<file path="src/rtl/led_ctrl_pkg.sv">
// Shared definitions for the LED counter controller and its datapath:
// sequencer state encodings and tick-rate select codes.
package led_ctrl_pkg;

  typedef enum logic [1:0] {
    ST_IDLE  = 2'b00,
    ST_RUN   = 2'b01,
    ST_PAUSE = 2'b10,
    ST_CLEAR = 2'b11
  } state_t;

  localparam int SPEED_W = 2;
  typedef logic [SPEED_W-1:0] speed_t;

  // Tick period is the 1 s period shifted right by the select code.
  localparam speed_t SPEED_1S     = 2'd0;
  localparam speed_t SPEED_HALF_S = 2'd1;
  localparam speed_t SPEED_QTR_S  = 2'd2;
  localparam speed_t SPEED_8TH_S  = 2'd3;

  function automatic speed_t next_speed(input speed_t cur);
    return cur + speed_t'(1);
  endfunction

endpackage

</file>
<file path="src/rtl/led_counter_sequencer_btn_debouncer.sv">
// Two-flop synchroniser followed by a run-length debouncer; the level only
// flips after DEBOUNCE_CYCLES consecutive disagreeing samples.
module btn_debouncer #(
  parameter int DEBOUNCE_CYCLES = 120_000
) (
  input  logic CLK,
  input  logic RST,
  input  logic RAW,
  output logic LEVEL,
  output logic RISE,
  output logic FALL
);

  localparam int CNT_W = $clog2(DEBOUNCE_CYCLES + 1);

  logic             sync1;
  logic             sync2;
  logic [CNT_W-1:0] cnt;

  always_ff @(posedge CLK) begin
    if (RST) begin
      sync1 <= 1'b0;
      sync2 <= 1'b0;
      LEVEL <= 1'b0;
      RISE  <= 1'b0;
      FALL  <= 1'b0;
      cnt   <= '0;
    end else begin
      sync1 <= RAW;
      sync2 <= sync1;
      RISE  <= 1'b0;
      FALL  <= 1'b0;
      // Any agreeing sample restarts the run, so bounces never accumulate.
      if (sync2 != LEVEL) begin
        if (cnt == CNT_W'(DEBOUNCE_CYCLES - 1)) begin
          LEVEL <= sync2;
          RISE  <= sync2;
          FALL  <= ~sync2;
          cnt   <= '0;
        end else begin
          cnt <= cnt + CNT_W'(1);
        end
      end else begin
        cnt <= '0;
      end
    end
  end

endmodule

</file>
<file path="src/rtl/led_counter_sequencer.sv">
// Run/pause/clear sequencer for the 8-bit LED counter: debounces the three
// buttons, decodes short/long presses and generates the advance tick.
module led_counter_sequencer
  import led_ctrl_pkg::*;
#(
  parameter int ONE_SEC_LIMIT     = 12_000_000,
  parameter int DEBOUNCE_CYCLES   = 120_000,
  parameter int LONG_PRESS_CYCLES = 18_000_000
) (
  input  logic               CLK,
  input  logic               RST,
  input  logic               BTN_RUN,
  input  logic               BTN_SPEED,
  input  logic               BTN_DIR,
  output logic               CNT_TICK,
  output logic               CNT_CLR,
  output logic               CNT_UP,
  output logic [SPEED_W-1:0] SPEED_SEL,
  output logic [1:0]         STATE
);

  localparam int PRESC_W = $clog2(ONE_SEC_LIMIT);
  localparam int HOLD_W  = $clog2(LONG_PRESS_CYCLES + 1);

  logic run_level, run_rise, run_fall;
  logic speed_level, speed_rise, speed_fall;
  logic dir_level, dir_rise, dir_fall;

  btn_debouncer #(.DEBOUNCE_CYCLES(DEBOUNCE_CYCLES)) u_db_run (
    .CLK   (CLK),
    .RST   (RST),
    .RAW   (BTN_RUN),
    .LEVEL (run_level),
    .RISE  (run_rise),
    .FALL  (run_fall)
  );

  btn_debouncer #(.DEBOUNCE_CYCLES(DEBOUNCE_CYCLES)) u_db_speed (
    .CLK   (CLK),
    .RST   (RST),
    .RAW   (BTN_SPEED),
    .LEVEL (speed_level),
    .RISE  (speed_rise),
    .FALL  (speed_fall)
  );

  btn_debouncer #(.DEBOUNCE_CYCLES(DEBOUNCE_CYCLES)) u_db_dir (
    .CLK   (CLK),
    .RST   (RST),
    .RAW   (BTN_DIR),
    .LEVEL (dir_level),
    .RISE  (dir_rise),
    .FALL  (dir_fall)
  );

  logic unused_btn_edges;
  assign unused_btn_edges = &{1'b0, run_rise, speed_level, speed_fall, dir_level, dir_fall};

  // Long-press tracker: hold time counts only while the debounced level is
  // high and freezes once LONG has fired, so one press yields one LONG.
  logic [HOLD_W-1:0] hold_cnt;
  logic              long_fired;
  logic              long_evt;
  logic              short_evt;

  assign long_evt  = run_level && !long_fired && (hold_cnt == HOLD_W'(LONG_PRESS_CYCLES - 1));
  assign short_evt = run_fall && !long_fired;

  always_ff @(posedge CLK) begin
    if (RST) begin
      hold_cnt   <= '0;
      long_fired <= 1'b0;
    end else if (!run_level) begin
      hold_cnt   <= '0;
      long_fired <= 1'b0;
    end else begin
      if (!long_fired && !long_evt) begin
        hold_cnt <= hold_cnt + HOLD_W'(1);
      end
      long_fired <= long_fired | long_evt;
    end
  end

  state_t               state, state_next;
  logic [PRESC_W-1:0]   presc, presc_next;
  logic [PRESC_W-1:0]   period_m1;
  speed_t               speed, speed_next;
  logic                 up_next;
  logic                 tick_next;
  logic                 clr_next;

  always_comb begin
    period_m1 = PRESC_W'((ONE_SEC_LIMIT >> speed) - 1);
  end

  always_ff @(posedge CLK) begin
    if (RST) begin
      state    <= ST_IDLE;
      presc    <= '0;
      speed    <= SPEED_1S;
      CNT_UP   <= 1'b1;
      CNT_TICK <= 1'b0;
      CNT_CLR  <= 1'b0;
    end else begin
      state    <= state_next;
      presc    <= presc_next;
      speed    <= speed_next;
      CNT_UP   <= up_next;
      CNT_TICK <= tick_next;
      CNT_CLR  <= clr_next;
    end
  end

  // Next state and registered outputs; overrides below the case apply the
  // priority LONG/CLEAR over speed change over tick.
  always_comb begin
    state_next = state;
    presc_next = presc;
    speed_next = speed;
    up_next    = CNT_UP ^ dir_rise;
    tick_next  = 1'b0;
    clr_next   = 1'b0;

    unique case (state)
      ST_IDLE: begin
        presc_next = '0;
        if (long_evt) begin
          state_next = ST_CLEAR;
        end else if (short_evt) begin
          state_next = ST_RUN;
        end
      end
      ST_RUN: begin
        if (long_evt) begin
          state_next = ST_CLEAR;
        end else begin
          if (short_evt) begin
            state_next = ST_PAUSE;
          end
          if (presc == period_m1) begin
            presc_next = '0;
            tick_next  = 1'b1;
          end else begin
            presc_next = presc + PRESC_W'(1);
          end
        end
      end
      ST_PAUSE: begin
        if (long_evt) begin
          state_next = ST_CLEAR;
        end else if (short_evt) begin
          state_next = ST_RUN;
        end
      end
      ST_CLEAR: begin
        presc_next = '0;
        state_next = ST_IDLE;
      end
      default: begin
        presc_next = '0;
        state_next = ST_IDLE;
      end
    endcase

    if (speed_rise) begin
      speed_next = next_speed(speed);
      presc_next = '0;
      tick_next  = 1'b0;
    end

    if (state_next == ST_CLEAR) begin
      presc_next = '0;
      tick_next  = 1'b0;
      clr_next   = 1'b1;
    end
  end

  assign SPEED_SEL = speed;
  assign STATE     = state;

endmodule

</file>
<file path="config.mk">
export PLATFORM = sky130hd
export DESIGN_NAME = led_counter_sequencer
export DESIGN_NICKNAME = d
export VERILOG_FILES = /design/src/rtl/led_ctrl_pkg.sv /design/src/rtl/led_counter_sequencer_btn_debouncer.sv /design/src/rtl/led_counter_sequencer.sv
export SDC_FILE = /design/constraint.sdc
export NUM_CORES = 1
export LEC_CHECK = 0
export BUFFER_PORTS_ARGS = -buffer_cell sky130_fd_sc_hd__buf_2
export CORE_MARGIN = 5
export CORE_UTILIZATION = 55
export DETAILED_ROUTE_END_ITERATION = 8
export GPL_ROUTABILITY_DRIVEN = 0
export GPL_TIMING_DRIVEN = 1
export PLACE_DENSITY = 0.69
export SYNTH_ARGS = -nofsm -noshare
export SYNTH_HDL_FRONTEND = slang
export SYNTH_SLANG_ARGS = --single-unit
</file>
<file path="constraint.sdc">
create_clock -name CLK -period 2.69 [get_ports CLK]
set_input_delay 0.538 -clock CLK [delete_from_list [all_inputs] [get_ports CLK]]
set_output_delay 0.538 -clock CLK [all_outputs]
set_load 0.03 [all_outputs]
</file>
==> key figures <==
Setup path
  – Critical path fanouts, max: 22
  – Slowest stage delay, CP: 0.56 ns
  – Reg2reg path depth: 6
  – Critical Path RT: 3.09 ns
  – Critical path startpoint category: register
  – Crit path DAT: 2.90 ns
  – Reg2reg start: hold_cnt[21]$_SDFFE_PP0P_
  – CP Buf/Inv Count: 0
  – Crit-path cells: or4_4 -> nor4_4 -> nand3_1 -> o21ai_0 -> or3b_4 -> nor2_1
  – Critical-path top delay cell: or4_4
  – Top delay family on crit path: simple AND/OR/NAND/NOR gates
  – Worst setup startpoint: hold_cnt[21]$_SDFFE_PP0P_
  – Critical path capture point type: register
  – R2R setup slack: a little under 0.2 ns
  – Critical path class: register to register
  – RR Endpoint: presc[4]$_SDFFE_PP0P_

Timing
  – Worst slew margin: 0.432
  – Final setup viols: 0
  – Layout Skew: between 0.005 and 0.006 ns
  – RSZ-0062 raised after global routing: false
  – Final Cycle Share: 0.928
  – F_max: 401 MHz
  – PnR worst setup slack: 0.195 ns
  – Final hold vios: 0
  – Final critical-path required period: 2.49 ns
  – Hold_ws: 0.221 ns
  – Measured slew at the worst slew-check pin: 0.842 ns
  – Slew Viols, Final: 0
  – Final setup TNS: 0 ns

GRT
  – First-pass GRT wire length: 18.5 mm
  – Number of antenna violations at the first check in global routing: 0
  – Global route overflow: 0
  – Pin count of the biggest net entering global routing: 27
  – Total GRT Usage: 0.195
  – Vias in the first global route: 4196

Die
  – # IOs: 12
  – Vert. Die Dim: between 100 and 150 microns
  – FP Rows: 36
  – Die Wd: 110 microns
  – Initial core utilization: 0.560
  – Core Footprint: 0.00973 sq mm
  – Die area: between 0.01 and 0.015 sq mm

Pwr
  – P_leak: approximately 0.0021 uW
  – Combinational share of power: 0.006
  – Register share of total power: 0.411
  – VDD IR max: 0.000533 V
  – Clock share of power: 0.583
  – P_sw: 814 uW
  – P_int: 3530 uW
  – PwrDens: ~700 mW/mm^2
  – Net Sw Frac: 0.187

Layout
  – Final Util: 0.648
  – Final layout net count: between 600 and 700
  – Commonest non-fill, non-tap cell in the layout: dfxtp_1
  – # diodes: 0
  – Most frequent cells in the layout: dfxtp_1, nor2_1, xor2_1
  – Layout cell share with drive strength beyond 1: 0.0812
  – Final instance area: 0.00631 sq mm
  – Area delta synth->final: 15.7%

Worst hold path
  – Min-Delay Path Class: input port to register
  – WHS Path Cells: 2
  – Hold EP: u_db_run.sync1$_SDFF_PP0_
  – HP Start: BTN_RUN

CTS
  – CTS buffer count: 17
  – Clock slew at reported path FFs: 0.06 ns
  – Clock Path Buffers: 2
  – CTS tree: done
  – Post-CTS Setup Inserts: 0
  – CTS Root Cell: clkbuf_8
  – H-Tree Level Count: 4
  – Clk_lat worst skew: approximately 0.53 ns
  – Quantity of hold-fixing buffers added after cts: 0
  – Clock sink count: 120
  – Post_cts resized: 0

Run
  – Max_cap viols: 0

Drt
  – DR WL/cell: 13.4 microns
  – DRT Pass-1 Iters: 5
  – Antenna-violating nets left: 0
  – Vias: 4245
  – Vias/cell: 5.40
  – DR iter-0 viols: between 200 and 250
  – Routed WL: 10.5 mm
  – Number of remaining DRC errors: 0

Run status
  – Status: finished, final reports clean

Synthesis
  – Cell accounting for the most synthesized area: dfxtp_1
  – Post-Syn Instances: 621
  – Distinct cells, synth: between 40 and 50
  – Synth Flop Type: dfxtp_1
  – Post-synthesis sequential area ratio: 0.441
  – Cell area after synthesis: 0.00545 sq mm
  – Ys Warns: 0
  – Mean Syn Cell Area: 8.78 sq um
  – Mapped Nets: 640
  – Ranking of synthesized cells by area: dfxtp_1, nor2_1, xor2_1
  – Seq cells post-synth: 120
  – Post-synth EDFFs: 0
  – FFs w/ async S/R, synth: 0
  – Share of the synthesized area in the top cell type: 0.441

Placement
  – Placed cell area: around 0.0056 sq mm
  – PortBufs: 11
  – Placement Setup Slack: roughly 0.22 ns
  – Final HPWL DP: 7.12 mm
registers in the layout, indices dropped and copies added (netlist names), 2 cells and up:
register        count
hold_cnt           25
presc              24
u_db_dir.cnt       17
u_db_run.cnt       17
u_db_speed.cnt     17
SPEED_SEL           2
STATE               2
layout make-up:
type	count	area (sq um)
multi-input combinational	474	2940
timing repair buffer	16	92.6
clock buffer	20	445
inverter	11	41.3
sequential	120	2400
clock inverter	12	221
tap	133	166
fill	826	3420
metrics by stage:
stage / power [uW] / instances
2_1_floorplan: 1840 / 621
3_3_place_gp: 1850 / 754
3_5_place_dp: 1850 / 754
4_1_cts: 4400 / 786
5_1_grt: 4490 / 786
6_report: 4350 / 786
cells in the mapped netlist, types with 7 or more instances:
library cell  count
nor3b_1           7
o21ai_0          10
nand2_1          43
a21oi_1          11
nor4_1            9
dfxtp_1         120
ha_1             14
nor2b_1           8
xor2_1           48
and4_1            8
inv_1            11
or3_1            10
nor3_1           20
nand2b_1          8
nor4b_1           7
nand4_1          28
xnor2_1          46
and3_1           18
nand3_1          34
clkbuf_1         12
nor2_1          112
worst max-delay path by stage:
stage                                         to  slack, ns  cells past startpoint
final                      presc[4]$_SDFFE_PP0P_       0.20                      6
after global routing       presc[4]$_SDFFE_PP0P_       0.02                      6
after CTS                  presc[4]$_SDFFE_PP0P_       0.19                      8
after detailed placement   presc[4]$_SDFFE_PP0P_       0.22                      8
after global placement    presc[12]$_SDFFE_PP0P_       0.35                      8
after floorplan           presc[23]$_SDFFE_PP0P_       0.35                      9
cells by family after synthesis:
kind of cell,after synthesis,synth area share
buf+inv,27,0.0213
xor+xnor,94,0.151
mux,5,0.00918
simple gates,330,0.312
fa+ha+maj,14,0.0321
compound gates,31,0.0333
flops,120,0.441
power groups by stage:
stage	sequential (uW)	combinational (uW)	clock, uW
6_report	1790	25.2	2530
4_1_cts	1790	25.8	2590
3_5_place_dp	1830	25.7	0
3_3_place_gp	1830	25.0	0
5_1_grt	1790	28.4	2670
2_1_floorplan	1820	18.0	0
routing by layer:
metal  GRT usage  share of wire  up-vias
met3      0.0617          0.043       18
met2       0.324           0.49       71
met1       0.234           0.45     1986
li1            -              -     2170
met5           0              0        -
met4      0.0801          0.017        0
(Power assumes the default switching activity.)
